--- src/rtl/bcd_pkg.sv ---
// Shared types and helpers for the sequential binary-to-BCD converter.
// Holds the FSM state type, the add-3 digit correction and the digit-count sizing check.
package bcd_pkg;

  typedef enum logic [1:0] {
    StIdle,
    StShift,
    StDone
  } bcd_state_e;

  // Double-dabble correction: a digit of 5 or more would overflow past 9 when doubled.
  function automatic logic [3:0] digit_adjust(input logic [3:0] x);
    return (x >= 4'd5) ? x + 4'd3 : x;
  endfunction

  // Number of decimal digits needed to print the largest bin_w-bit unsigned value.
  function automatic int unsigned digits_needed(input int unsigned bin_w);
    longint unsigned max_val;
    int unsigned     n;
    max_val = (64'd1 << bin_w) - 64'd1;
    n = 1;
    while (max_val >= 64'd10) begin
      max_val = max_val / 64'd10;
      n++;
    end
    return n;
  endfunction

endpackage

--- src/rtl/bcd_digit_adjust.sv ---
// One BCD digit's add-3 correction stage, applied before each shift of the digit register.
module bcd_digit_adjust
  import bcd_pkg::*;
(
  input  logic [3:0] i_digit,
  output logic [3:0] o_digit
);

  always_comb begin
    o_digit = digit_adjust(i_digit);
  end

endmodule

--- src/rtl/binary_to_bcd_seq.sv ---
// Multi-cycle binary-to-BCD converter (shift-and-add-3), one bit per cycle, with valid/ready
// on both sides. Results are held in output registers until the consumer takes them.
module binary_to_bcd_seq
  import bcd_pkg::*;
#(
  parameter int unsigned BIN_W  = 8,
  parameter int unsigned DIGITS = 3
) (
  input  logic                         clk,
  input  logic                         rst,
  input  logic                         in_valid,
  output logic                         in_ready,
  input  logic [BIN_W-1:0]             in_data,
  output logic                         out_valid,
  input  logic                         out_ready,
  output logic [4*DIGITS-1:0]          out_bcd,
  output logic [$clog2(DIGITS+1)-1:0]  out_ndig
);

  localparam int unsigned CntW  = $clog2(BIN_W + 1);
  localparam int unsigned NdigW = $clog2(DIGITS + 1);
  localparam int unsigned BcdW  = 4 * DIGITS;

  if (BIN_W < 1) begin : g_bin_w_check
    $error("binary_to_bcd_seq: BIN_W must be at least 1");
  end

  if (DIGITS < digits_needed(BIN_W)) begin : g_digits_check
    $error("binary_to_bcd_seq: DIGITS too small to represent 2**BIN_W-1");
  end

  bcd_state_e          r_state;
  bcd_state_e          w_state_next;
  logic [CntW-1:0]     r_cnt;
  logic [BIN_W-1:0]    r_bin_sr;
  logic [BcdW-1:0]     r_bcd;
  logic [BcdW-1:0]     w_adj;
  logic [NdigW-1:0]    w_ndig;
  logic                r_out_valid;
  logic [BcdW-1:0]     r_out_bcd;
  logic [NdigW-1:0]    r_out_ndig;
  logic                w_unused_adj_msb;

  for (genvar g = 0; g < DIGITS; g++) begin : g_adj
    bcd_digit_adjust u_adj (
      .i_digit (r_bcd[4*g +: 4]),
      .o_digit (w_adj[4*g +: 4])
    );
  end

  // The top digit never exceeds 4 before correction when DIGITS is sized correctly,
  // so the bit shifted out of the register is always zero.
  assign w_unused_adj_msb = w_adj[BcdW-1];

  // FSM: state register
  always_ff @(posedge clk) begin
    if (rst) begin
      r_state <= StIdle;
    end else begin
      r_state <= w_state_next;
    end
  end

  // FSM: next-state logic
  always_comb begin
    w_state_next = r_state;
    unique case (r_state)
      StIdle:  if (in_valid)                  w_state_next = StShift;
      StShift: if (r_cnt == CntW'(1))         w_state_next = StDone;
      StDone:  if (r_out_valid && out_ready)  w_state_next = StIdle;
      default:                                w_state_next = StIdle;
    endcase
  end

  // FSM: outputs
  always_comb begin
    in_ready = (r_state == StIdle);
  end

  // Significant digits: position of highest non-zero digit plus one, minimum one.
  always_comb begin
    w_ndig = NdigW'(1);
    for (int unsigned i = 1; i < DIGITS; i++) begin
      if (r_bcd[4*i +: 4] != 4'd0) w_ndig = NdigW'(i + 1);
    end
  end

  always_ff @(posedge clk) begin
    if (rst) begin
      r_cnt       <= '0;
      r_bin_sr    <= '0;
      r_bcd       <= '0;
      r_out_valid <= 1'b0;
      r_out_bcd   <= '0;
      r_out_ndig  <= '0;
    end else begin
      unique case (r_state)
        StIdle: begin
          if (in_valid) begin
            r_bin_sr <= in_data;
            r_bcd    <= '0;
            r_cnt    <= CntW'(BIN_W);
          end
        end
        StShift: begin
          r_bcd    <= {w_adj[BcdW-2:0], r_bin_sr[BIN_W-1]};
          r_bin_sr <= r_bin_sr << 1;
          r_cnt    <= r_cnt - CntW'(1);
        end
        StDone: begin
          // First DONE cycle latches the finished value; it then holds until taken.
          if (!r_out_valid) begin
            r_out_valid <= 1'b1;
            r_out_bcd   <= r_bcd;
            r_out_ndig  <= w_ndig;
          end else if (out_ready) begin
            r_out_valid <= 1'b0;
          end
        end
        default: ;
      endcase
    end
  end

  assign out_valid = r_out_valid;
  assign out_bcd   = r_out_bcd;
  assign out_ndig  = r_out_ndig;

endmodule
--- config.mk ---
export PLATFORM = sky130hd
export DESIGN_NAME = binary_to_bcd_seq
export DESIGN_NICKNAME = d
export VERILOG_FILES = /design/src/rtl/bcd_pkg.sv /design/src/rtl/bcd_digit_adjust.sv /design/src/rtl/binary_to_bcd_seq.sv
export SDC_FILE = /design/constraint.sdc
export NUM_CORES = 1
export LEC_CHECK = 0
export BUFFER_PORTS_ARGS = -buffer_cell sky130_fd_sc_hd__buf_2
export CAP_MARGIN = 20
export CORE_MARGIN = 1.5
export CORE_UTILIZATION = 42
export DETAILED_ROUTE_END_ITERATION = 10
export PLACE_DENSITY = 0.61
export SKIP_CTS_REPAIR_TIMING = 1
export SYNTH_ARGS = -nofsm -noshare
export SYNTH_HDL_FRONTEND = slang
export SYNTH_SLANG_ARGS = --single-unit
--- constraint.sdc ---
create_clock -name clk -period 4.7 [get_ports clk]
set_clock_uncertainty 0.2 [all_clocks]
set_input_delay 0.235 -clock clk [delete_from_list [all_inputs] [get_ports clk]]
set_output_delay 0.235 -clock clk [all_outputs]
set_load 0.05 [all_outputs]
After elaboration in Yosys (flattened, before gate mapping)
Index checks and enable logic that the tools add are counted.
{"block": "op_classes", "n_lt_le_gt_ge": 3, "n_reduce_logical": 8, "n_eq_ne": 6, "muxes": 17, "bitwise_logic": 1, "addsub": 4}
{"operator": "$pmux W12 S2", "count": 1}
{"operator": "$pmux W8 S2", "count": 1}
{"operator": "$ge A4 B3 Y1 const B", "count": 3}
{"operator": "$mux W12", "count": 1}
{"operator": "$mux W4", "count": 3}
{"operator": "$mux W2", "count": 5}
{"operator": "$add A4 B2 Y4 const B", "count": 2}
{"operator": "$mux W8", "count": 1}
{"operator": "$pmux W4 S2", "count": 1}
{"operator": "$reduce_bool A4 Y1", "count": 2}
{"operator": "$ne A2 B2 Y1 const B", "count": 3}
{"operator": "$pmux W2 S3", "count": 1}
{"operator": "$eq A4 B1 Y1 const B", "count": 1}
{"operator": "$reduce_and A2 Y1", "count": 2}
{"operator": "$sub A4 B1 Y4 const B", "count": 1}
{"operator": "$add A3 B2 Y3 const B", "count": 1}
{"operator": "$mux W3", "count": 1}
{"operator": "$reduce_and A3 Y1", "count": 1}
{"operator": "$eq A2 B1 Y1 const B", "count": 1}
{"operator": "$eq A2 B2 Y1 const B", "count": 1}
{"operator": "$logic_not A2 Y1", "count": 1}
{"operator": "$mux W1", "count": 2}
{"operator": "$reduce_bool A2 Y1", "count": 1}
{"operator": "$logic_and A1 B1 Y1", "count": 1}
{"operator": "$not A1 Y1", "count": 1}
{"block": "word_totals", "out_inout_bits": 16, "word_cells": 46, "input_bits": 12, "register_bits": 41}

Logic depth before layout (Yosys ltp)
{"block": "depth", "ltp_word": 3, "mapped_depth": 6, "mapped_depth_nobuf": 6}

Modules after synthesis
From an unflattened synthesis, not the netlist that was laid out.
{"block": "unflattened", "cells_unflattened": 238, "hier_area_um2": 1988.2}
{"module": "binary_to_bcd_seq", "cells_per_inst": 190, "seq_area_each_um2": 820.8, "area_per_inst_um2": 1684.1, "n_inst": 1}
{"module": "bcd_digit_adjust", "cells_per_inst": 16, "seq_area_each_um2": 0.0, "area_per_inst_um2": 101.3, "n_inst": 3}

Worst setup path before layout
OpenSTA, ideal clock, no wires.
{"block": "synth_path", "path_type": "flip-flop to flip-flop", "startpoint": "reg r_state[0]", "endpoint": "reg r_bin_sr[0]", "n_path_buf": 2, "setup_slack_ns": 2.818, "period_less_slack_ns": 1.882, "stages_incl_launch_ff": 6, "setup_ns": 0.067, "arrival_time_ns": 1.615, "required_time_ns": 4.433, "cell_sequence": "dfxtp_1 buf_2 buf_2 nor2_1 a32oi_1 nor2_1"}
{"block": "synth_between", "elab_chain_cells": 3, "word_cells_on_any_way": 6, "classes_between": "eq/ne: 2; mux: 1; reduce/logical: 3"}
{"item": "start, declared", "line": "binary_to_bcd_seq.sv:32", "rtl": "bcd_state_e r_state;"}
{"item": "start signal, assigned", "line": "binary_to_bcd_seq.sv:58", "rtl": "r_state <= StIdle;"}
{"item": "start signal, assigned", "line": "binary_to_bcd_seq.sv:60", "rtl": "r_state <= w_state_next;"}
{"item": "$logic_not A2 Y1 *"}
{"item": "named net in_ready", "line": "binary_to_bcd_seq.sv:12", "rtl": "output logic in_ready,"}
{"item": "$ne A2 B2 Y1 (no source line) / $reduce_bool A2 Y1 (equally long branches)"}
{"item": "$reduce_and A2 Y1 (no source line)"}
{"item": "end signal, assigned", "line": "binary_to_bcd_seq.sv:100", "rtl": "r_bin_sr <= in_data;"}
{"item": "end signal, assigned", "line": "binary_to_bcd_seq.sv:107", "rtl": "r_bin_sr <= r_bin_sr << 1;"}
{"item": "end, declared", "line": "binary_to_bcd_seq.sv:35", "rtl": "logic [BIN_W-1:0] r_bin_sr;"}
The timed path passes the listed nets; every way through them passes the cells marked *.
A chain may end at the register's enable or synchronous reset.

Worst setup path after layout
{"block": "layout_path", "startpoint": "reg r_state[1]", "endpoint": "reg r_out_ndig[1], in the netlist out_ndig[1]"}
{"block": "layout_between", "elab_chain_cells": 2}
{"item": "$eq A2 B2 Y1", "line": "binary_to_bcd_seq.sv:97", "rtl": "unique case (r_state)"}
{"item": "$reduce_and A2 Y1 (no source line)"}
{"item": "end signal, assigned", "line": "binary_to_bcd_seq.sv:115", "rtl": "r_out_ndig <= w_ndig;"}
{"item": "end, declared", "line": "binary_to_bcd_seq.sv:41", "rtl": "logic [NdigW-1:0] r_out_ndig;"}
Every way passes these cells.

==> flow_summary_export.csv <==
group,metric,value,unit
run_status,status,"finished, violations left",
run_status,violations,"hold timing",
global_route,gr-total-overflow,0,
critical_path,slowest_delay,0.70,ns
flow_run,cap_violations,0,
synthesis,synth_edf_count,0,
floorplan,die_h,69.65,µm
routing,via_per_inst,5.163,
floorplan,die_w,69.65,µm
sta,fmax,473.5,MHz
sta,postLayoutSetupSlackWorst,2.588,ns
clock_tree,cts_buffers,5,
clock_tree,h-tree-depth,2,
synthesis,yosysUniqueCellTypes,29,
critical_path,worstPathRequired,4.71,ns
min_path,min_path_type,"in -> reg",
clock_tree,clkSinkCount,41,
critical_path,reg2reg_depth,4,
place,globalplace.congestion,0.8274,
clock_tree,cts_tree,"built",
final_layout,fill_cells,428,
critical_path,cp_common_cell,"nor2_1",
final_layout,drive_gt1_share,15.75,%
critical_path,slowest_stage,"nor2_1",
pwr,powerDensity,371.0,nW/µm²
critical_path,setup.worst_path.start_class,"flop",
clock_tree,insertion_delay,0.30,ns
sta,period_needed,2.112,ns
sta,rsz0062_at_grt,"no",
routing,route.detailed.drc,0,
routing,dr.pass1.iters,5,
global_route,antenna_found_initial,0,
final_layout,layout_common_cells,"nor2_1 (43), dfxtp_1 (41), a21oi_1 (32), buf_2 (27), nand2_1 (25)",
routing,initialDrtViolationCount,56,
sta,holdWs,-0.007797,ns
place,dpl.cell_count,299,
final_layout,final_common_cell,"nor2_1",
final_layout,final_cells,306,
synthesis,yosysSeqAreaShare,44.00,%
floorplan,io_pins,28,
critical_path,rr_endpoint,"out_ndig[1]$_SDFFE_PP0P_",
synthesis,synthesis.nets,253,
synthesis,synth_seq_cells,41,
synthesis,synthArstFlopShare,0,%
pwr,p_leak,0.8849,nW
critical_path,endpoint_kind,"flop",
floorplan,initial_core_util,43.14,%
pwr,ir_drop,0.0001709,V
pwr,totalPowerFinal,0.7863,mW
synthesis,netlist_instances,232,
critical_path,rrSetupSlack,2.59,ns
routing,ant_nets,0,
floorplan,fp.coreArea,4324,µm²
synthesis,yosysWarnings,0,
final_layout,num-nets-final,275,
sta,relSlewSlack,40.33,%
critical_path,path_class,"reg -> reg",
critical_path,crit_path_end,"out_ndig[1]$_SDFFE_PP0P_",
critical_path,r2r-start,"r_state[1]$_SDFFE_PP0P_",
global_route,grt_pass1_wl,6.782,mm
critical_path,crit_path_max_fanout,16,
critical_path,crit_chain,"nand2b_2, nor2_1, nor2_1, a311oi_1",
global_route,grt_util_all_layers,17.41,%
place,dpl.hpwl,2.491,mm
routing,wire_per_inst,12.64,µm
sta,tns,0,ns
routing,vias,1580,
final_layout,antenna-diode-count,0,
critical_path,crit_start,"r_state[1]$_SDFFE_PP0P_",
sta,setup_viol,0,
synthesis,ys.flop_type,"dfxtp_1",
sta,tightest_slew,0.8918,ns
place,dp_slack,2.544,ns
place,io_buffer_count,27,
sta,hold_viol,1,
clock_tree,clk_transition_reported_paths,0.08,ns
synthesis,syn_area,1866,µm²
synthesis,avgSynthCellArea,8.041,µm²
routing,finalWirelength,3.869,mm
sta,slew_viol_final,0,
critical_path,worstPathArrival,2.12,ns
sta,min_period_over_period,44.93,%
final_layout,syn2layout_area_growth,13.61,%
clock_tree,clock-root-buffer,"clkbuf_8",
floorplan,rows,24,
floorplan,dieArea,4850,µm²
global_route,grt_max_degree,36,
global_route,grt_pass1_vias,1468,
clock_tree,clk_path_buf_depth,2,
registers in the layout, indices dropped and copies added (netlist names):
| name | cells |
|---|---|
| out_bcd | 12 |
| r_bcd | 12 |
| r_bin_sr | 8 |
| r_cnt | 4 |
| out_ndig | 2 |
| r_state | 2 |
| out_valid | 1 |
per-layer routing:
layer / up-vias / GRT usage, % / routed length [µm]
li1: 819 / - / -
met1: 722 / 22.50 / 1904
met2: 33 / 27.24 / 1746
met3: 6 / 4.797 / 154
met4: 0 / 7.692 / 63
met5: - / 0 / 0
critical path: cells and delay by family, from the launching register on:
family | cells | cell delay [ns]
simple gates | 3 | 0.93
flops | 1 | 0.64
compound gates | 1 | 0.26
kinds of logic after synthesis:
| logic type | Yosys count | synth area share, % |
|---|---|---|
| compound gates | 53 | 17.10 |
| xor+xnor | 5 | 2.348 |
| fa+ha+maj | 9 | 6.036 |
| buf+inv | 21 | 4.494 |
| flops | 41 | 44.00 |
| mux | 4 | 2.213 |
| simple gates | 99 | 23.81 |
how the worst min path moves through the flow:
stage,slack (ns),to,from,depth (start not counted)
global placement,0.24,out_bcd[9]$_SDFFE_PP0P_,out_bcd[9]$_SDFFE_PP0P_,2
global route,0.03,r_bin_sr[0]$_SDFFE_PP0P_,in_data[0],3
finish,-0.008,r_bin_sr[0]$_SDFFE_PP0P_,in_data[0],3
CTS,-0.01,r_bin_sr[0]$_SDFFE_PP0P_,in_data[0],3
floorplan,0.20,r_bin_sr[0]$_SDFFE_PP0P_,in_data[0],2
detailed placement,0.24,out_bcd[6]$_SDFFE_PP0P_,out_bcd[6]$_SDFFE_PP0P_,2
cells in the mapped netlist (2+ instances only):
cell	n	area share [%]
a21oi_1	32	8.6
a22o_1	8	3.8
nor2_1	43	8.7
a22oi_1	2	0.80
buf_2	4	1.1
dfxtp_1	41	44
ha_1	9	6.0
nor2b_1	7	2.3
clkbuf_1	8	1.6
a211oi_1	2	0.80
nand2_1	25	5.0
xnor2_1	3	1.4
mux2i_1	3	1.6
o21ai_0	6	1.6
nor3_1	11	3.0
nand3_1	3	0.80
xor2_1	2	0.94
nand2b_1	4	1.3
inv_1	9	1.8
layout make-up:
class / instances / area [µm²] / area share [%]
Sequential cell: 41 / 820.8 / 38.72
Clock buffer: 5 / 68.82 / 3.247
Clock inverter: 2 / 35.03 / 1.653
Timing Repair Buffer: 27 / 135.1 / 6.375
Tap cell: 52 / 65.06 / 3.070
Inverter: 9 / 33.78 / 1.594
Multi-Input combinational cell: 170 / 960.9 / 45.34
power by group:
group / internal [mW] / total, mW / switching [mW]
clock network: 0.154 / 0.275 / 0.120
logic: 0.0437 / 0.122 / 0.0784
registers: 0.367 / 0.389 / 0.0223
total: 0.565 / 0.786 / 0.221
stage by stage:
stage	instance area [µm²]	utilization (%)
2_1_floorplan	1866	-
3_3_place_gp	2016	46.61
3_5_place_dp	2016	46.61
4_1_cts	2120	49.02
5_1_grt	2120	49.02
6_report	2120	49.02
(Power assumes the default switching activity.)
